File: src/rtl/inmp441_pkg.sv
// Shared constants and types for the INMP441 I2S capture front end.
package inmp441_pkg;

  localparam int W_SAMPLE   = 24;
  localparam int SLOT_BITS  = 32;
  localparam int FRAME_BITS = 64;
  localparam int BIT_CNT_W  = $clog2(FRAME_BITS);

  // Slot bit positions carrying sample data; bit 0 is the I2S one-bit delay.
  localparam logic [4:0] FIRST_DATA_BIT = 5'd1;
  localparam logic [4:0] LAST_DATA_BIT  = 5'd24;

  typedef logic signed [W_SAMPLE-1:0] mic_sample_t;

  // True when the SCK period indexed by bc carries a data bit of the chosen slot.
  function automatic logic in_capture_window(input logic [BIT_CNT_W-1:0] bc,
                                             input logic                 chan);
    return (bc[BIT_CNT_W-1] == chan) &&
           (bc[4:0] >= FIRST_DATA_BIT) && (bc[4:0] <= LAST_DATA_BIT);
  endfunction

endpackage

File: src/rtl/inmp441_i2s_capture_sck_gen.sv
// SCK / WS generator: half-period divider, SCK toggle, 64-bit frame counter.
module i2s_sck_gen
  import inmp441_pkg::*;
#(
  parameter int SCK_HALF_DIV = 10
) (
  input  logic                 clk,
  input  logic                 rst_n,
  output logic                 sck_o,
  output logic                 ws_o,
  output logic                 sample_evt_o,
  output logic [BIT_CNT_W-1:0] bit_cnt_o
);

  localparam int DIV_W = (SCK_HALF_DIV > 1) ? $clog2(SCK_HALF_DIV) : 1;
  localparam logic [DIV_W-1:0] DIV_TERM = DIV_W'(SCK_HALF_DIV - 1);

  logic [DIV_W-1:0]     div_cnt_q, div_cnt_d;
  logic                 sck_q, sck_d;
  logic [BIT_CNT_W-1:0] bit_cnt_q, bit_cnt_d;
  logic                 ws_q, ws_d;
  logic                 terminal;
  logic                 fall_evt;

  // Next-state: divider wraps at terminal count, SCK toggles there, the frame
  // counter advances on the falling-edge event. WS takes the next counter MSB
  // so it changes in the same cycle as the SCK falling edge.
  always_comb begin
    terminal  = (div_cnt_q == DIV_TERM);
    fall_evt  = terminal && sck_q;
    div_cnt_d = terminal ? '0 : div_cnt_q + 1'b1;
    sck_d     = sck_q ^ terminal;
    bit_cnt_d = fall_evt ? bit_cnt_q + 1'b1 : bit_cnt_q;
    ws_d      = bit_cnt_d[BIT_CNT_W-1];
  end

  // State registers with synchronous active-low reset.
  always_ff @(posedge clk) begin
    if (!rst_n) begin
      div_cnt_q <= '0;
      sck_q     <= 1'b0;
      bit_cnt_q <= '0;
      ws_q      <= 1'b0;
    end else begin
      div_cnt_q <= div_cnt_d;
      sck_q     <= sck_d;
      bit_cnt_q <= bit_cnt_d;
      ws_q      <= ws_d;
    end
  end

  assign sck_o        = sck_q;
  assign ws_o         = ws_q;
  assign sample_evt_o = fall_evt;
  assign bit_cnt_o    = bit_cnt_q;

endmodule

File: src/rtl/inmp441_i2s_capture.sv
// INMP441 capture: synchronizes sd, shifts the selected slot MSB first and
// publishes each 24-bit sample with a one-cycle write strobe.
//
// Output protocol: value_we is a pure strobe with no back-pressure. value
// changes only in the cycle value_we is 1 and holds until the next strobe.
module inmp441_i2s_capture
  import inmp441_pkg::*;
#(
  parameter int SCK_HALF_DIV = 10,
  parameter int CHANNEL      = 0
) (
  input  logic                clk,
  input  logic                rst_n,
  output logic                sck,
  output logic                ws,
  output logic                lr,
  input  logic                sd,
  output logic [W_SAMPLE-1:0] value,
  output logic                value_we
);

  localparam logic CH_SEL = (CHANNEL != 0);

  logic                 sample_evt;
  logic [BIT_CNT_W-1:0] bit_cnt;
  logic [1:0]           sync_q, sync_d;
  logic [W_SAMPLE-1:0]  shift_q, shift_d;
  mic_sample_t          value_q, value_d;
  logic                 we_q, we_d;
  logic                 capture;
  logic                 last_bit;
  logic                 sd_s;

  i2s_sck_gen #(
    .SCK_HALF_DIV(SCK_HALF_DIV)
  ) u_sck_gen (
    .clk         (clk),
    .rst_n       (rst_n),
    .sck_o       (sck),
    .ws_o        (ws),
    .sample_evt_o(sample_evt),
    .bit_cnt_o   (bit_cnt)
  );

  // Next-state: bits are taken at the end of each SCK high phase when inside
  // the selected slot's data window; the 24th bit completes the sample.
  always_comb begin
    sync_d   = {sync_q[0], sd};
    sd_s     = sync_q[1];
    capture  = sample_evt && in_capture_window(bit_cnt, CH_SEL);
    last_bit = capture && (bit_cnt[4:0] == LAST_DATA_BIT);
    shift_d  = capture ? {shift_q[W_SAMPLE-2:0], sd_s} : shift_q;
    value_d  = last_bit ? mic_sample_t'({shift_q[W_SAMPLE-2:0], sd_s}) : value_q;
    we_d     = last_bit;
  end

  // Synchronizer, shift register and output registers.
  always_ff @(posedge clk) begin
    if (!rst_n) begin
      sync_q  <= '0;
      shift_q <= '0;
      value_q <= '0;
      we_q    <= 1'b0;
    end else begin
      sync_q  <= sync_d;
      shift_q <= shift_d;
      value_q <= value_d;
      we_q    <= we_d;
    end
  end

  assign value    = value_q;
  assign value_we = we_q;
  assign lr       = CH_SEL;

endmodule
File: config.mk
export PLATFORM = sky130hd
export DESIGN_NAME = inmp441_i2s_capture
export DESIGN_NICKNAME = d
export VERILOG_FILES = /design/src/rtl/inmp441_pkg.sv /design/src/rtl/inmp441_i2s_capture_sck_gen.sv /design/src/rtl/inmp441_i2s_capture.sv
export SDC_FILE = /design/constraint.sdc
export NUM_CORES = 1
export LEC_CHECK = 0
export CORE_ASPECT_RATIO = 0.75
export CORE_MARGIN = 2
export CORE_UTILIZATION = 25
export CTS_CLUSTER_SIZE = 12
export DETAILED_ROUTE_END_ITERATION = 6
export SLEW_MARGIN = 5
export SYNTH_ARGS = -nofsm -noshare
export SYNTH_HDL_FRONTEND = slang
export SYNTH_SLANG_ARGS = --single-unit
File: constraint.sdc
create_clock -name clk -period 3.4 [get_ports clk]
set_input_delay 0.68 -clock clk [delete_from_list [all_inputs] [get_ports clk]]
set_output_delay 0.68 -clock clk [all_outputs]
set_load 0.02 [all_outputs]
==> qor.txt <==
total grt overflow: 0
Max Slew Vio Count: 0
crit-path cells: ha_1 -> nand2_1 -> nor2_1 -> ha_1 -> nand2b_1 -> a221oi_4 -> buf_4 -> mux2i_1
Hold Path Depth: 1
post-route ant nets: 0
Worst Skew: 0.004572 ns
# IOs: 31
CP max FO: 23
Starting Density: 0.2551
post-detailed-placement half-perimeter wirelength: 3046 um
Die Wd: 118.4 um
clock root buffer: clkbuf_16
Max transition margin: 0.4852
nets@finish: 284
Final Hold Vio Count: 0
drt via density: 4.251
fillcell total: 1039
VDD IR max: 248.2 uV
Worst R2R Setup Slack: 1.26 ns
1st-iter DRT viols: 88
final setup TNS: 0 ns
clk_lat worst skew: 0.32 ns
Crit path top cell by count: ha_1
Setup Fix Bufs, Post-CTS: 0
Synth-to-Final Area Change: 27.44%
Routed WL per cell: 11.96 um
First-pass DRT Iterations: 4
critical path launch point type: flop
CTS Buffer Depth: 2
crit path time final: 2.136 ns
DP Worst Slack: 1.277 ns
layout cells sized above 1: 0.07885
DRC Markers: 0
FF-to-FF Start: u_sck_gen.div_cnt_q[0]$_SDFF_PP0_
vias in the first global route: 1741
# rows: 31
Synth Net Count: 260
antenna violations before repair: 0
clock buffer count from CTS: 9
Worst Hold Class: flop to flop
Mean Syn Cell Area: 9.775 um^2
r2r worst-path depth: 8
area leader, netlist: dfxtp_1
yosys warns: 0
number of diodes: 0
CP Data Arrival Time: 2.38 ns
Crit path required time: 3.64 ns
Clock Sinks: 61
post-CTS sizing: 0
Die Y: 89.80 um
Max Cap Viol: 0
DR vias: 1747
largest cells by area after synthesis: dfxtp_1, mux2i_1, o21ai_0
Die Area: 10630 um^2
Mapped Cells: 251
H-tree depth: 3
hold_ws: 0.4380 ns
post-synthesis register bit count: 61
Final period util: 0.6284
area share of the largest cell type after synthesis: 0.4977
status: complete, no violations
CTS Hold Bufs: 0
clock tree from TritonCTS: built
leakage power: 1.035 nW
critical path type: flop to flop
Hold Startpoint: sync_q[0]$_SDFF_PN0_
Worst R2R End: shift_q[8]$_SDFFE_PN0P_
RePlAce Congestion: 0.7214
Synth cell types: 30
Worst Tran Pin Value: 0.7703 ns
# setup viols final: 0
RSZ-0062 raised after global routing: no
core area: 9619 um^2
pin count of the biggest net entering global routing: 61
first-pass GRT wire length: 8280 um
GRT Overall Usage: 0.09908
CP endpoint kind: flop
maximum operating frequency: 468.1 MHz
Seq/Total Area, Yosys: 0.4977
I/O Buffers: 29
Final WS setup: 1.264 ns
Hold EP: sync_q[1]$_SDFF_PN0_
slowest CP cell: buf_4
Power Dens Cells: 505.4 nW/um^2
Post-Route WL: 4914 um
Worst-path clk slew: 0.05 ns
Slowest Stage Delay on Critical Path: 0.39 ns
Synth Cell Area: 2454 um^2
[Yosys cell counts]
library cell  instances
nand2_1              27
a21boi_1             10
buf_2                 4
dfxtp_1              61
or3b_2                1
nor4_2                1
nand4_1               2
and3b_1               1
nand4bb_1             1
nand3_1              24
o21ai_0              27
and2_1                7
conb_1                1
buf_4                 1
xnor2_1               4
nand2b_1              2
or3_1                 1
ha_1                  6
a221oi_4              1
inv_1                 3
buf_6                 3
mux2i_1              24
a21boi_0             17
nor4bb_1              1
nor2b_1               1
and2_4                1
clkbuf_1             12
and3_1                1
xor2_1                1
nor2_1                5
[sequential cells by signal, summed over array words and instances (netlist names)]
signal / cells
shift_q: 23
sync_q: 2
u_sck_gen.bit_cnt_o: 5
u_sck_gen.div_cnt_q: 4
u_sck_gen.sck_o: 1
u_sck_gen.ws_o: 1
value: 24
value_we: 1
[how the worst max path moves through the flow]
| stage | start | end | depth (start not counted) |
|---|---|---|---|
| 2_1_floorplan | u_sck_gen.div_cnt_q[0]$_SDFF_PP0_ | shift_q[10]$_SDFFE_PN0P_ | 9 |
| 4_1_cts | u_sck_gen.div_cnt_q[0]$_SDFF_PP0_ | shift_q[8]$_SDFFE_PN0P_ | 8 |
| 5_1_grt | u_sck_gen.div_cnt_q[0]$_SDFF_PP0_ | shift_q[21]$_SDFFE_PN0P_ | 8 |
| 3_5_place_dp | u_sck_gen.div_cnt_q[0]$_SDFF_PP0_ | shift_q[8]$_SDFFE_PN0P_ | 8 |
| 3_3_place_gp | u_sck_gen.div_cnt_q[0]$_SDFF_PP0_ | shift_q[21]$_SDFFE_PN0P_ | 8 |
| 6_report | u_sck_gen.div_cnt_q[0]$_SDFF_PP0_ | shift_q[8]$_SDFFE_PN0P_ | 8 |
[worst max-delay path: cells and delay by family, from the launching register on]
kind                     cells  cell delay [ns]
adder cells (fa/ha/maj)      2             0.53
buffers and inverters        1             0.39
flip-flops                   1             0.38
AND/OR/NAND/NOR              3             0.32
multiplexers                 1             0.24
AO/OA/AOI/OAI                1             0.19
[cells by family after synthesis]
| family | Yosys count | synth area share |
|---|---|---|
| AND/OR/NAND/NOR | 76 | 0.1581 |
| flip-flops | 61 | 0.4977 |
| AO/OA/AOI/OAI | 55 | 0.1484 |
| multiplexers | 24 | 0.09791 |
| buffers and inverters | 23 | 0.04793 |
| adder cells (fa/ha/maj) | 6 | 0.03060 |
| XOR/XNOR | 5 | 0.01785 |
| other | 1 | 0.001528 |
[layout make-up]
cell class	instances	area, um^2	share of cell area
sequential	61	1221	0.3906
multi-input combinational	167	1130	0.3613
timing repair buffer	33	320.3	0.1024
clock buffer	14	274.0	0.08764
tap	132	165.2	0.05282
inverter	3	11.26	0.003601
clock inverter	1	5.005	0.001601
[stage by stage]
| step | power [mW] | instances | util | cell area (um^2) |
|---|---|---|---|---|
| 2_1_floorplan | 0.7567 | 251 | - | 2454 |
| 3_3_place_gp | 0.7625 | 396 | 0.2960 | 2848 |
| 3_5_place_dp | 0.7635 | 396 | 0.2960 | 2848 |
| 4_1_cts | 1.604 | 411 | 0.3251 | 3127 |
| 5_1_grt | 1.651 | 411 | 0.3251 | 3127 |
| 6_report | 1.580 | 411 | 0.3251 | 3127 |
[placed cells by master (no fill, tap or decap), drive strengths merged]
cell,n
dfxtp,61
clkdlybuf4s50,29
nand2,27
o21ai,27
a21boi,27
mux2i,24
nand3,24
clkbuf,14
and2,8
ha,6
nor2,5
xnor2,4
buf,4
inv,3
nand2b,2
nand4,2
nor4,1
a221oi,1
nor4bb,1
nand4bb,1
nor2b,1
xor2,1
and3,1
and3b,1
or3b,1
or3,1
conb,1
clkinv,1
[power by group]
part	internal [mW]	switching [mW]
Clock	0.546	0.285
Sequential	0.721	0.00359
Combinational	0.0108	0.0139
[layer usage]
layer	wire, um	GRT usage	vias to the layer above
li1	-	-	916
met1	2473	0.1220	792
met2	2009	0.1378	31
met3	316	0.05647	8
met4	115	0.04861	0
met5	0	0	-
Note: power is estimated with default switching activity, not from simulation.
